==> config.mk <==
export PLATFORM = sky130hd
export DESIGN_NAME = mem_burst_ctrl
export DESIGN_NICKNAME = d
export VERILOG_FILES = /design/src/rtl/mem_burst_ctrl_pkg.sv /design/src/rtl/mem_rd_fifo.sv /design/src/rtl/mem_burst_ctrl.sv
export SDC_FILE = /design/constraint.sdc
export NUM_CORES = 1
export LEC_CHECK = 0
export BUFFER_PORTS_ARGS = -buffer_cell sky130_fd_sc_hd__buf_2
export CORE_MARGIN = 8
export CORE_UTILIZATION = 45
export DETAILED_ROUTE_END_ITERATION = 12
export PLACE_DENSITY = 0.74
export SLEW_MARGIN = 20
export SYNTH_ARGS = -nofsm -noshare
export SYNTH_HDL_FRONTEND = slang
export SYNTH_SLANG_ARGS = --single-unit
==> constraint.sdc <==
create_clock -name clk -period 11.3 [get_ports clk]
set_input_delay 3.39 -clock clk [delete_from_list [all_inputs] [get_ports clk]]
set_output_delay 3.39 -clock clk [all_outputs]
set_load 0.01 [all_outputs]
==> src/rtl/mem_burst_ctrl_pkg.sv <==
// rtl/mem_burst_ctrl_pkg.sv - shared constants, FSM state type and address wrap helper
package mem_burst_ctrl_pkg;

    localparam int DEPTH   = 528;
    localparam int DATA_W  = 16;
    localparam int ADDR_W  = $clog2(DEPTH);
    localparam int MAX_LEN = 64;
    localparam int LEN_W   = $clog2(MAX_LEN + 1);

    typedef enum logic [1:0] {
        IDLE  = 2'd0,
        BURST = 2'd1,
        DRAIN = 2'd2
    } state_e;

    // Next bank address; the bank is not a power of two deep, so wrap explicitly.
    function automatic logic [ADDR_W-1:0] addr_wrap_inc(input logic [ADDR_W-1:0] a);
        if (a == ADDR_W'(DEPTH - 1)) begin
            return '0;
        end
        return a + 1'b1;
    endfunction

endpackage

==> src/rtl/mem_rd_fifo.sv <==
// rtl/mem_rd_fifo.sv - 2-entry synchronous FIFO holding read beats and their last flag
module mem_rd_fifo #(
    parameter int W = 17
) (
    input  logic         clk,
    input  logic         rst_n,
    input  logic         push_i,
    input  logic         pop_i,
    input  logic [W-1:0] data_i,
    output logic [W-1:0] data_o,
    output logic [1:0]   count_o
);

    logic [W-1:0] mem_q [2];
    logic         wr_ptr_q;
    logic         rd_ptr_q;
    logic [1:0]   count_q;

    // Storage and pointers; the caller guarantees no push when full and no pop when empty.
    always_ff @(posedge clk) begin
        if (!rst_n) begin
            mem_q[0] <= '0;
            mem_q[1] <= '0;
            wr_ptr_q <= 1'b0;
            rd_ptr_q <= 1'b0;
            count_q  <= 2'd0;
        end else begin
            if (push_i) begin
                mem_q[wr_ptr_q] <= data_i;
                wr_ptr_q        <= ~wr_ptr_q;
            end
            if (pop_i) begin
                rd_ptr_q <= ~rd_ptr_q;
            end
            count_q <= count_q + 2'(push_i) - 2'(pop_i);
        end
    end

    assign data_o  = mem_q[rd_ptr_q];
    assign count_o = count_q;

endmodule

==> src/rtl/mem_burst_ctrl.sv <==
// rtl/mem_burst_ctrl.sv - arbitrates single writes and read bursts onto one bank port
module mem_burst_ctrl
    import mem_burst_ctrl_pkg::*;
(
    input  logic              clk,
    input  logic              rst_n,
    input  logic              wr_req_valid,
    output logic              wr_req_ready,
    input  logic [ADDR_W-1:0] wr_req_addr,
    input  logic [DATA_W-1:0] wr_req_data,
    input  logic              rd_cmd_valid,
    output logic              rd_cmd_ready,
    input  logic [ADDR_W-1:0] rd_cmd_addr,
    input  logic [LEN_W-1:0]  rd_cmd_len,
    output logic              rd_data_valid,
    input  logic              rd_data_ready,
    output logic [DATA_W-1:0] rd_data,
    output logic              rd_data_last,
    output logic              busy,
    output logic              mem_chip_en,
    output logic              mem_wr_en,
    output logic              mem_rd_en,
    output logic [ADDR_W-1:0] mem_wr_addr,
    output logic [ADDR_W-1:0] mem_rd_addr,
    output logic [DATA_W-1:0] mem_wr_data,
    input  logic [DATA_W-1:0] mem_rd_data
);

    state_e            state_q;
    logic [ADDR_W-1:0] addr_q;
    logic [LEN_W-1:0]  remain_q;
    logic              inflight_q;
    logic              inflight_last_q;
    logic              prev_rd_q;

    logic [1:0]        fifo_count;
    logic [DATA_W:0]   fifo_head;
    logic              fifo_pop;
    logic [2:0]        occ;
    logic              rd_eligible;
    logic              wr_fire;
    logic              rd_issue;
    logic              cmd_fire;

    // Read beats land here one cycle after issue; the MSB carries the last flag.
    mem_rd_fifo #(
        .W (DATA_W + 1)
    ) u_fifo (
        .clk     (clk),
        .rst_n   (rst_n),
        .push_i  (inflight_q),
        .pop_i   (fifo_pop),
        .data_i  ({inflight_last_q, mem_rd_data}),
        .data_o  (fifo_head),
        .count_o (fifo_count)
    );

    // Handshakes and bank drive; everything is held off while reset is asserted.
    always_comb begin
        rd_data_valid = rst_n && (fifo_count != 2'd0);
        rd_data       = rd_data_valid ? fifo_head[DATA_W-1:0] : '0;
        rd_data_last  = rd_data_valid & fifo_head[DATA_W];
        fifo_pop      = rd_data_valid & rd_data_ready;
        // Count the beat already in flight so a third beat is never issued.
        occ           = {1'b0, fifo_count} + {2'b00, inflight_q} - {2'b00, fifo_pop};
        rd_eligible   = rst_n && (state_q == BURST) && (occ < 3'd2);

        wr_req_ready = 1'b0;
        if (rst_n) begin
            case (state_q)
                IDLE:    wr_req_ready = 1'b1;
                BURST:   wr_req_ready = prev_rd_q | ~rd_eligible;
                DRAIN:   wr_req_ready = 1'b1;
                default: wr_req_ready = 1'b0;
            endcase
        end
        rd_cmd_ready = rst_n && (state_q == IDLE) && !wr_req_valid;

        wr_fire  = wr_req_valid & wr_req_ready;
        rd_issue = rd_eligible & ~wr_fire;
        cmd_fire = rd_cmd_valid & rd_cmd_ready;

        mem_wr_en   = wr_fire;
        mem_rd_en   = rd_issue;
        mem_chip_en = wr_fire | rd_issue;
        mem_wr_addr = wr_fire ? wr_req_addr : '0;
        mem_wr_data = wr_fire ? wr_req_data : '0;
        mem_rd_addr = rd_issue ? addr_q : '0;
    end

    // Burst sequencing: latch command, walk addresses, wait for the final beat to leave.
    always_ff @(posedge clk) begin
        if (!rst_n) begin
            state_q         <= IDLE;
            addr_q          <= '0;
            remain_q        <= '0;
            inflight_q      <= 1'b0;
            inflight_last_q <= 1'b0;
            prev_rd_q       <= 1'b0;
        end else begin
            inflight_q      <= rd_issue;
            inflight_last_q <= rd_issue && (remain_q == LEN_W'(1));
            prev_rd_q       <= rd_issue;
            case (state_q)
                IDLE: begin
                    if (cmd_fire && (rd_cmd_len != '0)) begin
                        addr_q   <= rd_cmd_addr;
                        remain_q <= rd_cmd_len;
                        state_q  <= BURST;
                    end
                end
                BURST: begin
                    if (rd_issue) begin
                        addr_q   <= addr_wrap_inc(addr_q);
                        remain_q <= remain_q - 1'b1;
                        if (remain_q == LEN_W'(1)) begin
                            state_q <= DRAIN;
                        end
                    end
                end
                DRAIN: begin
                    if (fifo_pop && fifo_head[DATA_W]) begin
                        state_q <= IDLE;
                    end
                end
                default: state_q <= IDLE;
            endcase
        end
    end

    assign busy = (state_q != IDLE);

    // Protocol invariants and caller-error checks.
    always @(posedge clk) begin
        if (rst_n) begin
            assert (!(mem_wr_en && mem_rd_en));
            assert (!(mem_wr_en || mem_rd_en) || mem_chip_en);
            assert (!(inflight_q && (fifo_count == 2'd2) && !fifo_pop));
            assert (!wr_fire || (32'(wr_req_addr) < DEPTH));
            assert (!cmd_fire || ((32'(rd_cmd_addr) < DEPTH) && (32'(rd_cmd_len) <= MAX_LEN)));
        end
    end

endmodule

==> results of run 1 <==
==> worst paths after layout <==
kind	startpoint	end	depth (start not counted)	slack, ns
min reg2reg	remain_q[6]	remain_q[6]	2	0.47
max reg2reg	u_fifo.count_o[1]	addr_q[3]	15	7.50
min	remain_q[6]	remain_q[6]	2	0.47
max	rst_n	mem_rd_addr[3]	16	1.11
==> state kept, by name, indices dropped and copies added, names as in the netlist, named ones only <==
register         count
addr_q              10
inflight_last_q      1
prev_rd_q            1
remain_q             7
state_q              2
u_fifo.count_o       2
u_fifo.mem_q        34
u_fifo.rd_ptr_q      1
u_fifo.wr_ptr_q      1
==> layout by cell type (no fill, tap or decap), drive strengths merged, types with 9 or more instances in the layout <==
master    n
and2     73
nand2    22
nor3      9
edfxtp   34
mux2i    17
clkbuf   10
inv      13
dfxtp    26
buf     126
nor2     32
a21oi    16
o21ai    10
==> per-layer routing <==
| layer | routed length, um | track usage (%) | up-vias |
|---|---|---|---|
| met1 | 3835 | 19.59 | 1385 |
| met4 | 40 | 4.740 | 0 |
| met5 | 0 | 0 | - |
| li1 | - | - | 1477 |
| met2 | 4519 | 29.17 | 99 |
| met3 | 561 | 5.267 | 2 |
==> cells by family after synthesis <==
group / share of synthesized area, %
buf+inv: 4.335
mux: 5.039
simple gates: 27.01
flops: 45.65
xor+xnor: 0.7782
compound gates: 14.75
fa+ha+maj: 2.445
==> through the flow <==
step / worst slack, ns / util [%] / hold slack, ns / power (mW) / instances
2_1_floorplan: 1.782 / - / 0.4360 / 0.2998 / 348
3_5_place_dp: 0.8789 / 55.72 / 0.4559 / 0.3298 / 553
4_1_cts: 0.8783 / 58.70 / 0.4655 / 0.5375 / 569
6_report: 1.107 / 58.79 / 0.4684 / 0.5321 / 569
5_1_grt: 0.8448 / 58.79 / 0.4984 / 0.5575 / 569
3_3_place_gp: 1.117 / 55.72 / 0.4534 / 0.3277 / 553
==> worst min-delay path, cell delays in order (launching register included) <==
cell and delay (ns):
dfxtp_1 0.32, nand2_1 0.05, o22ai_1 0.05
==> power breakdown <==
part / total [mW] / internal, mW / switching (mW)
logic: 0.0721 / 0.0328 / 0.0394
registers: 0.253 / 0.242 / 0.0111
clock network: 0.207 / 0.124 / 0.0827
==> layout make-up <==
cell class                      count  area (sq um)
Clock buffer                       10         127.6
Fill cell                         658          2989
Timing Repair Buffer              126         638.1
Sequential cell                    60          1541
Multi-Input combinational cell    255          1695
Inverter                           13         48.80
Tap cell                           99         123.9
Clock inverter                      6         88.84
==> results by group, run 1 <==
Timing
  • Slew @ Worst Pin: 1.006 ns
  • Clk_skew: 0.005291 ns
  • Setup TNS Final: 0 ns
  • Endpoints failing setup: 0
  • Fmax: 0.09810 GHz
  • Final cycle utilization of the critical path: 90.21%
  • Final Hold Fails: 0
  • RSZ-0062 raised after global routing: no
  • Slew margin rel.: 32.87%
  • Pins over their slew limit: 0
  • Final critical-path required period: 10.19 ns

Logic synthesis
  • Ys async rst share: 0%
  • Syn avg cell area: 9.704 sq um
  • Number of synthesized flops with an enable pin: 34
  • Count leader, synth: and2_1
  • Syn. warnings: 0
  • Post-Syn Nets: 418
  • #FFs+latches synth: 60
  • Sequential share of the synthesized area: 45.65%
  • Top cells by area, synth: edfxtp_1 (30%), dfxtp_1 (15%), and2_1 (14%), mux2i_1 (5.0%), nor2_1 (3.4%)
  • Area leader, netlist: edfxtp_1
  • Top FF cell, synth: edfxtp_1
  • Synth Cell Area: 0.003377 sq mm
  • Post-Syn Instances: 348
  • Top-area cell type share of the netlist area: 30.23%
  • Cell variety after synth: 57
  • Synth top cells by count: and2_1 (73), edfxtp_1 (34), nor2_1 (31)

Die
  • Die Ht: 102.6 um
  • Rows: 31
  • Placeable Area: 0.007253 sq mm
  • Initial Util: 46.56%
  • Chip Width: 102.6 um
  • # IOs: 124
  • Die area: 0.01053 sq mm

Placed design
  • Routability cong.: 0.8755
  • DP Area: 0.004041 sq mm
  • Dpl hpwl: 6.423 mm
  • Port Buf Inserts: 123

Pwr
  • Leak: 1.912 nW
  • Pwr dens: 124.8 mW/mm^2
  • Peak VDD IR: 60.04 uV

Routing
  • Pre-antenna DRT Iters: 4
  • Vias/cell: 5.207
  • Via count: 2963
  • DRT iter0 DRCs: 165
  • Antenna-violating nets left: 0
  • Drt wl/cell: 15.74 um
  • DRC: 0
  • Final WL: 8.956 mm

Setup path
  • Kind of critical path: primary input to output port
  • CP top delay family: buffers and inverters
  • Max incr delay on CP: 0.58 ns
  • Worst Path Buf+Inv: 8
  • Startpoint Class: primary input
  • Crit end category: output port
  • CP required: 7.91 ns
  • Crit path cell chain: buf_2 -> o21ai_1 -> buf_4 -> inv_1 -> nand2_1 -> inv_1 -> ha_1 -> inv_1 -> ha_1 -> inv_1 -> fa_1 -> nand4b_1 -> a311o_1 -> inv_2 -> and2_1 -> buf_2
  • Slowest cell on the critical path: a311o_1
  • Worst Path Max Fanout: 25
  • Cell mode on critical path: inv_1
  • Worst Path Arrival: 6.80 ns

Flow run
  • Max_cap viols: 0

GRT
  • Congestion Overflow GR: 0
  • Largest net degree at the start of global routing: 31
  • First-pass GRT wire length: 14.00 mm
  • GR Util All Layers: 16.88%
  • Initial antenna violation count: 0
  • Vias in the first global route: 2945

CTS
  • Clk Latency, worst-skew pair: 0.33 ns
  • Post-CTS Setup Inserts: 0
  • Longest Clk Path Bufs: 2
  • Post-cts resize count: 0
  • CTS Buf Count: 9
  • # hold bufs at CTS: 0
  • Root buf cell: clkbuf_8
  • H-tree Lvls: 3
  • Clk sinks: 60
  • CTS tree: built
  • CTS clk-pin slew, worst paths: 0.06 ns

Run status
  • Status: finished, final reports clean

Layout
  • Layout cells sized above 1: 32.55%
  • Finished Cell Area: 0.004264 sq mm
  • Area Growth Syn to Fin: 26.27%
  • # diodes: 0
  • Nets@finish: 535

Worst hold path
  • Hold crit path type: flip-flop to flip-flop
Power figures use the tool's default switching activity.
==> run 2: changes to the inputs <==
- ABC_AREA: default -> 1
- PLACE_DENSITY: 0.74 -> 0.73
==> run 2 against run 1 <==
Worst hold slack improved by 0.025 ns. Design area increased by 2.8%. Clock power decreased by 9%. Non-clock buffer count decreased by 2. Worst setup slack got worse by 0.19 ns. Sequential cell count unchanged. Count of clock-buffer cells in the layout unchanged. Total power decreased by 1.4%. Final cell count increased by 24%. First-iteration DRC count increased by 65%.
==> results by group, run 2 <==
Die
  • Die Ht: 104.8 um (+2.1%)
  • Die area: 0.01099 sq mm (+4.3%)
  • Chip Width: 104.8 um (+2.1%)
  • Initial Util: 46.19% (-0.37 points)
  • # IOs: 124 (unchanged)
  • Placeable Area: 0.007687 sq mm (+6.0%)
  • Rows: 32 (+3.2%)

CTS
  • Root buf cell: clkbuf_8
  • CTS Buf Count: 9 (unchanged)
  • Post-CTS Setup Inserts: 0 (unchanged)
  • Clk Latency, worst-skew pair: 0.33 ns (about the same)
  • Longest Clk Path Bufs: 2 (unchanged)
  • CTS clk-pin slew, worst paths: 0.07 ns (about the same)
  • CTS tree: built
  • Post-cts resize count: 0 (unchanged)
  • Clk sinks: 60 (unchanged)
  • # hold bufs at CTS: 0 (unchanged)
  • H-tree Lvls: 3 (unchanged)

Setup path
  • Worst Path Arrival: 6.99 ns (+0.19 ns)
  • Startpoint Class: primary input
  • Reg-to-Reg End: addr_q[1]
  • Reg2Reg Launch Point: u_fifo.count_o[1]
  • Register-to-Register Setup Slack: 7.34 ns (-0.16 ns)
  • Max incr delay on CP: 0.50 ns (-0.08 ns)
  • Crit end category: output port
  • CP required: 7.91 ns (about the same)
  • R2R depth: 22 (+7)
  • Slowest cell on the critical path: fa_1
  • Worst Path Max Fanout: 29 (+16%)
  • Crit path cell chain: buf_2 -> inv_4 -> a21oi_2 -> buf_4 -> nand2_1 -> inv_1 -> ha_1 -> inv_1 -> ha_1 -> inv_1 -> fa_1 -> nand2_1 -> nor2_1 -> nand3_1 -> nand2_1 -> nand2_1 -> nand3_2 -> nand2_2 -> nor2_1 -> buf_2
  • Kind of critical path: primary input to output port
  • Cell mode on critical path: nand2_1

Placed design
  • Routability cong.: 0.8130 (-7.1%)
  • Port Buf Inserts: 123 (unchanged)
  • DP Area: 0.004193 sq mm (+3.7%)
  • Dpl hpwl: 6.698 mm (+4.3%)

Layout
  • Largest reg by FF count: u_fifo.mem_q
  • Commonest non-fill, non-tap cell in the layout: buf_2
  • Max reg flops: 34 (unchanged)
  • Most frequent cells in the layout: buf_2 (123), nor2_1 (105), nand2_1 (94)
  • # diodes: 0 (unchanged)
  • Fillers: 730 (+11%)
  • Area Growth Syn to Fin: 23.50%
  • Finished Cell Area: 0.004385 sq mm (+2.8%)
  • Top flop regs: u_fifo.mem_q: 34 flops, addr_q: 10 flops, remain_q: 7 flops
  • Layout cells sized above 1: 27.57% (-5.0 points)
  • Nets@finish: 667 (+25%)

Pwr
  • Peak VDD IR: 68.98 uV (+15%)
  • Leak: 2.452 nW (+28%)
  • Pwr dens: 119.7 mW/mm^2 (-4.1%)

Logic synthesis
  • Count leader, synth: nor2_1
  • Cell variety after synth: 31 (-46%)
  • Post-Syn Nets: 552 (+32%)
  • Syn avg cell area: 7.367 sq um (-24%)
  • Top FF cell, synth: edfxtp_1
  • Ys async rst share: 0% (unchanged)
  • Synth top cells by count: nor2_1 (105), nand2_1 (94), inv_1 (93)
  • Sequential share of the synthesized area: 43.41% (-2.2 points)
  • Top cells by area, synth: edfxtp_1 (29%), dfxtp_1 (15%), nor2_1 (11%), nand2_1 (9.9%), inv_1 (9.8%)
  • Number of synthesized flops with an enable pin: 34 (unchanged)
  • Top-area cell type share of the netlist area: 28.75% (-1.5 points)
  • Syn. warnings: 0 (unchanged)
  • Post-Syn Instances: 482 (+39%)
  • Area leader, netlist: edfxtp_1
  • Synth Cell Area: 0.003551 sq mm (+5.2%)
  • #FFs+latches synth: 60 (unchanged)

Timing
  • Clk_skew: 0.007144 ns (+0.001853 ns)
  • Final critical-path required period: 10.38 ns (+0.1904 ns)
  • RSZ-0062 raised after global routing: no
  • Pins over their slew limit: 0 (unchanged)
  • Endpoints failing setup: 0 (unchanged)
  • Setup TNS Final: 0 ns (unchanged)
  • Fmax: 0.09630 GHz (-1.8%)
  • Final cycle utilization of the critical path: 91.89% (+1.7 points)
  • Slew margin rel.: 47.66% (+15 points)
  • Final Hold Fails: 0 (unchanged)
  • Slew @ Worst Pin: 0.7829 ns (-0.2226 ns)

GRT
  • GR Util All Layers: 16.22% (-0.65 points)
  • Initial antenna violation count: 0 (unchanged)
  • Global routing usage on met2: 28.91% (-0.26 points)
  • Congestion Overflow GR: 0 (unchanged)
  • GR Layer Usage met3: 5.098% (-0.17 points)
  • Top Usage Layer GRT: met2
  • Largest net degree at the start of global routing: 30 (-3.2%)
  • GR Layer Usage met1: 18.43% (-1.2 points)
  • First-pass GRT wire length: 14.98 mm (+7.0%)
  • Vias in the first global route: 3247 (+10%)

Routing
  • Final WL: 9.185 mm (+2.6%)
  • DRC: 0 (unchanged)
  • Drt wl/cell: 13.05 um (-17%)
  • DRT iter0 DRCs: 273 (+65%)
  • Via count: 3272 (+10%)
  • Antenna-violating nets left: 0 (unchanged)
  • Vias/cell: 4.648 (-11%)
  • Pre-antenna DRT Iters: 4 (unchanged)

Flow run
  • Max_cap viols: 0 (unchanged)

Run status
  • Status: finished, final reports clean

Worst hold path
  • Hold Path Cell Cnt: 2 (unchanged)
  • Hold Path Origin: u_fifo.wr_ptr_q
  • Hold crit path type: flip-flop to flip-flop
  • Hold endpoint: u_fifo.wr_ptr_q
-- run 2: how the worst max path moves through the flow --
stage | from | to | cells after the start
3_3_place_gp | rst_n | mem_rd_addr[1] | 20
4_1_cts | rst_n | mem_rd_addr[5] | 20
3_5_place_dp | rst_n | mem_rd_addr[5] | 20
2_1_floorplan | rst_n | mem_chip_en | 19
5_1_grt | rst_n | mem_rd_addr[4] | 20
6_report | rst_n | mem_rd_addr[0] | 20
-- run 2: metrics by stage --
stage          hold slack (ns)  utilization, %  instances  setup WS, ns  power [mW]
2_1_floorplan           0.4516               -        482         2.053      0.3116
3_3_place_gp            0.4642           54.54        688         1.116      0.3375
3_5_place_dp            0.4827           54.54        688        0.9264      0.3403
4_1_cts                 0.4933           57.05        704        0.9054      0.5270
5_1_grt                 0.5199           57.05        704        0.5033      0.5470
6_report                0.4935           57.05        704        0.9161      0.5248
-- run 2: worst max-delay path: cells and delay by family --
kind,cells,cell delay (ns)
buf+inv,7,1.19
simple gates,9,1.42
fa+ha+maj,3,0.86
compound gates,1,0.13
-- run 2: area by class of cell --
class | instances | area, sq um | share of cell area, %
clock buffer | 10 | 127.6 | 2.910
clock inverter | 6 | 65.06 | 1.484
inverter | 96 | 362.8 | 8.274
multi-input combinational | 306 | 1538 | 35.06
sequential | 60 | 1541 | 35.15
tap | 102 | 127.6 | 2.910
timing repair buffer | 124 | 623.1 | 14.21
-- run 2: logic make-up after synthesis --
kind of cell | count (synthesis) | synth area share, %
XOR/XNOR | 4 | 0.9868
multiplexers | 17 | 5.391
buffers and inverters | 116 | 13.28
AO/OA/AOI/OAI | 36 | 5.567
AND/OR/NAND/NOR | 243 | 29.03
flip-flops | 60 | 43.41
adder cells (fa/ha/maj) | 6 | 2.326
-- run 2: metal layers --
| metal | wire length, um | share of wire [%] | up-vias |
|---|---|---|---|
| li1 | - | - | 1704 |
| met1 | 3930 | 43 | 1469 |
| met2 | 4675 | 51 | 89 |
| met3 | 489 | 5.3 | 10 |
| met4 | 89 | 0.97 | 0 |
| met5 | 0 | 0 | - |
-- run 2: report_power, final --
group          total (mW)  switching, mW  leakage [nW]  internal, mW
Clock               0.189         0.0875        0.0862         0.101
Combinational      0.0860         0.0513          1.80        0.0347
Sequential          0.250        0.00821         0.564         0.242
Total               0.525          0.147          2.45         0.378
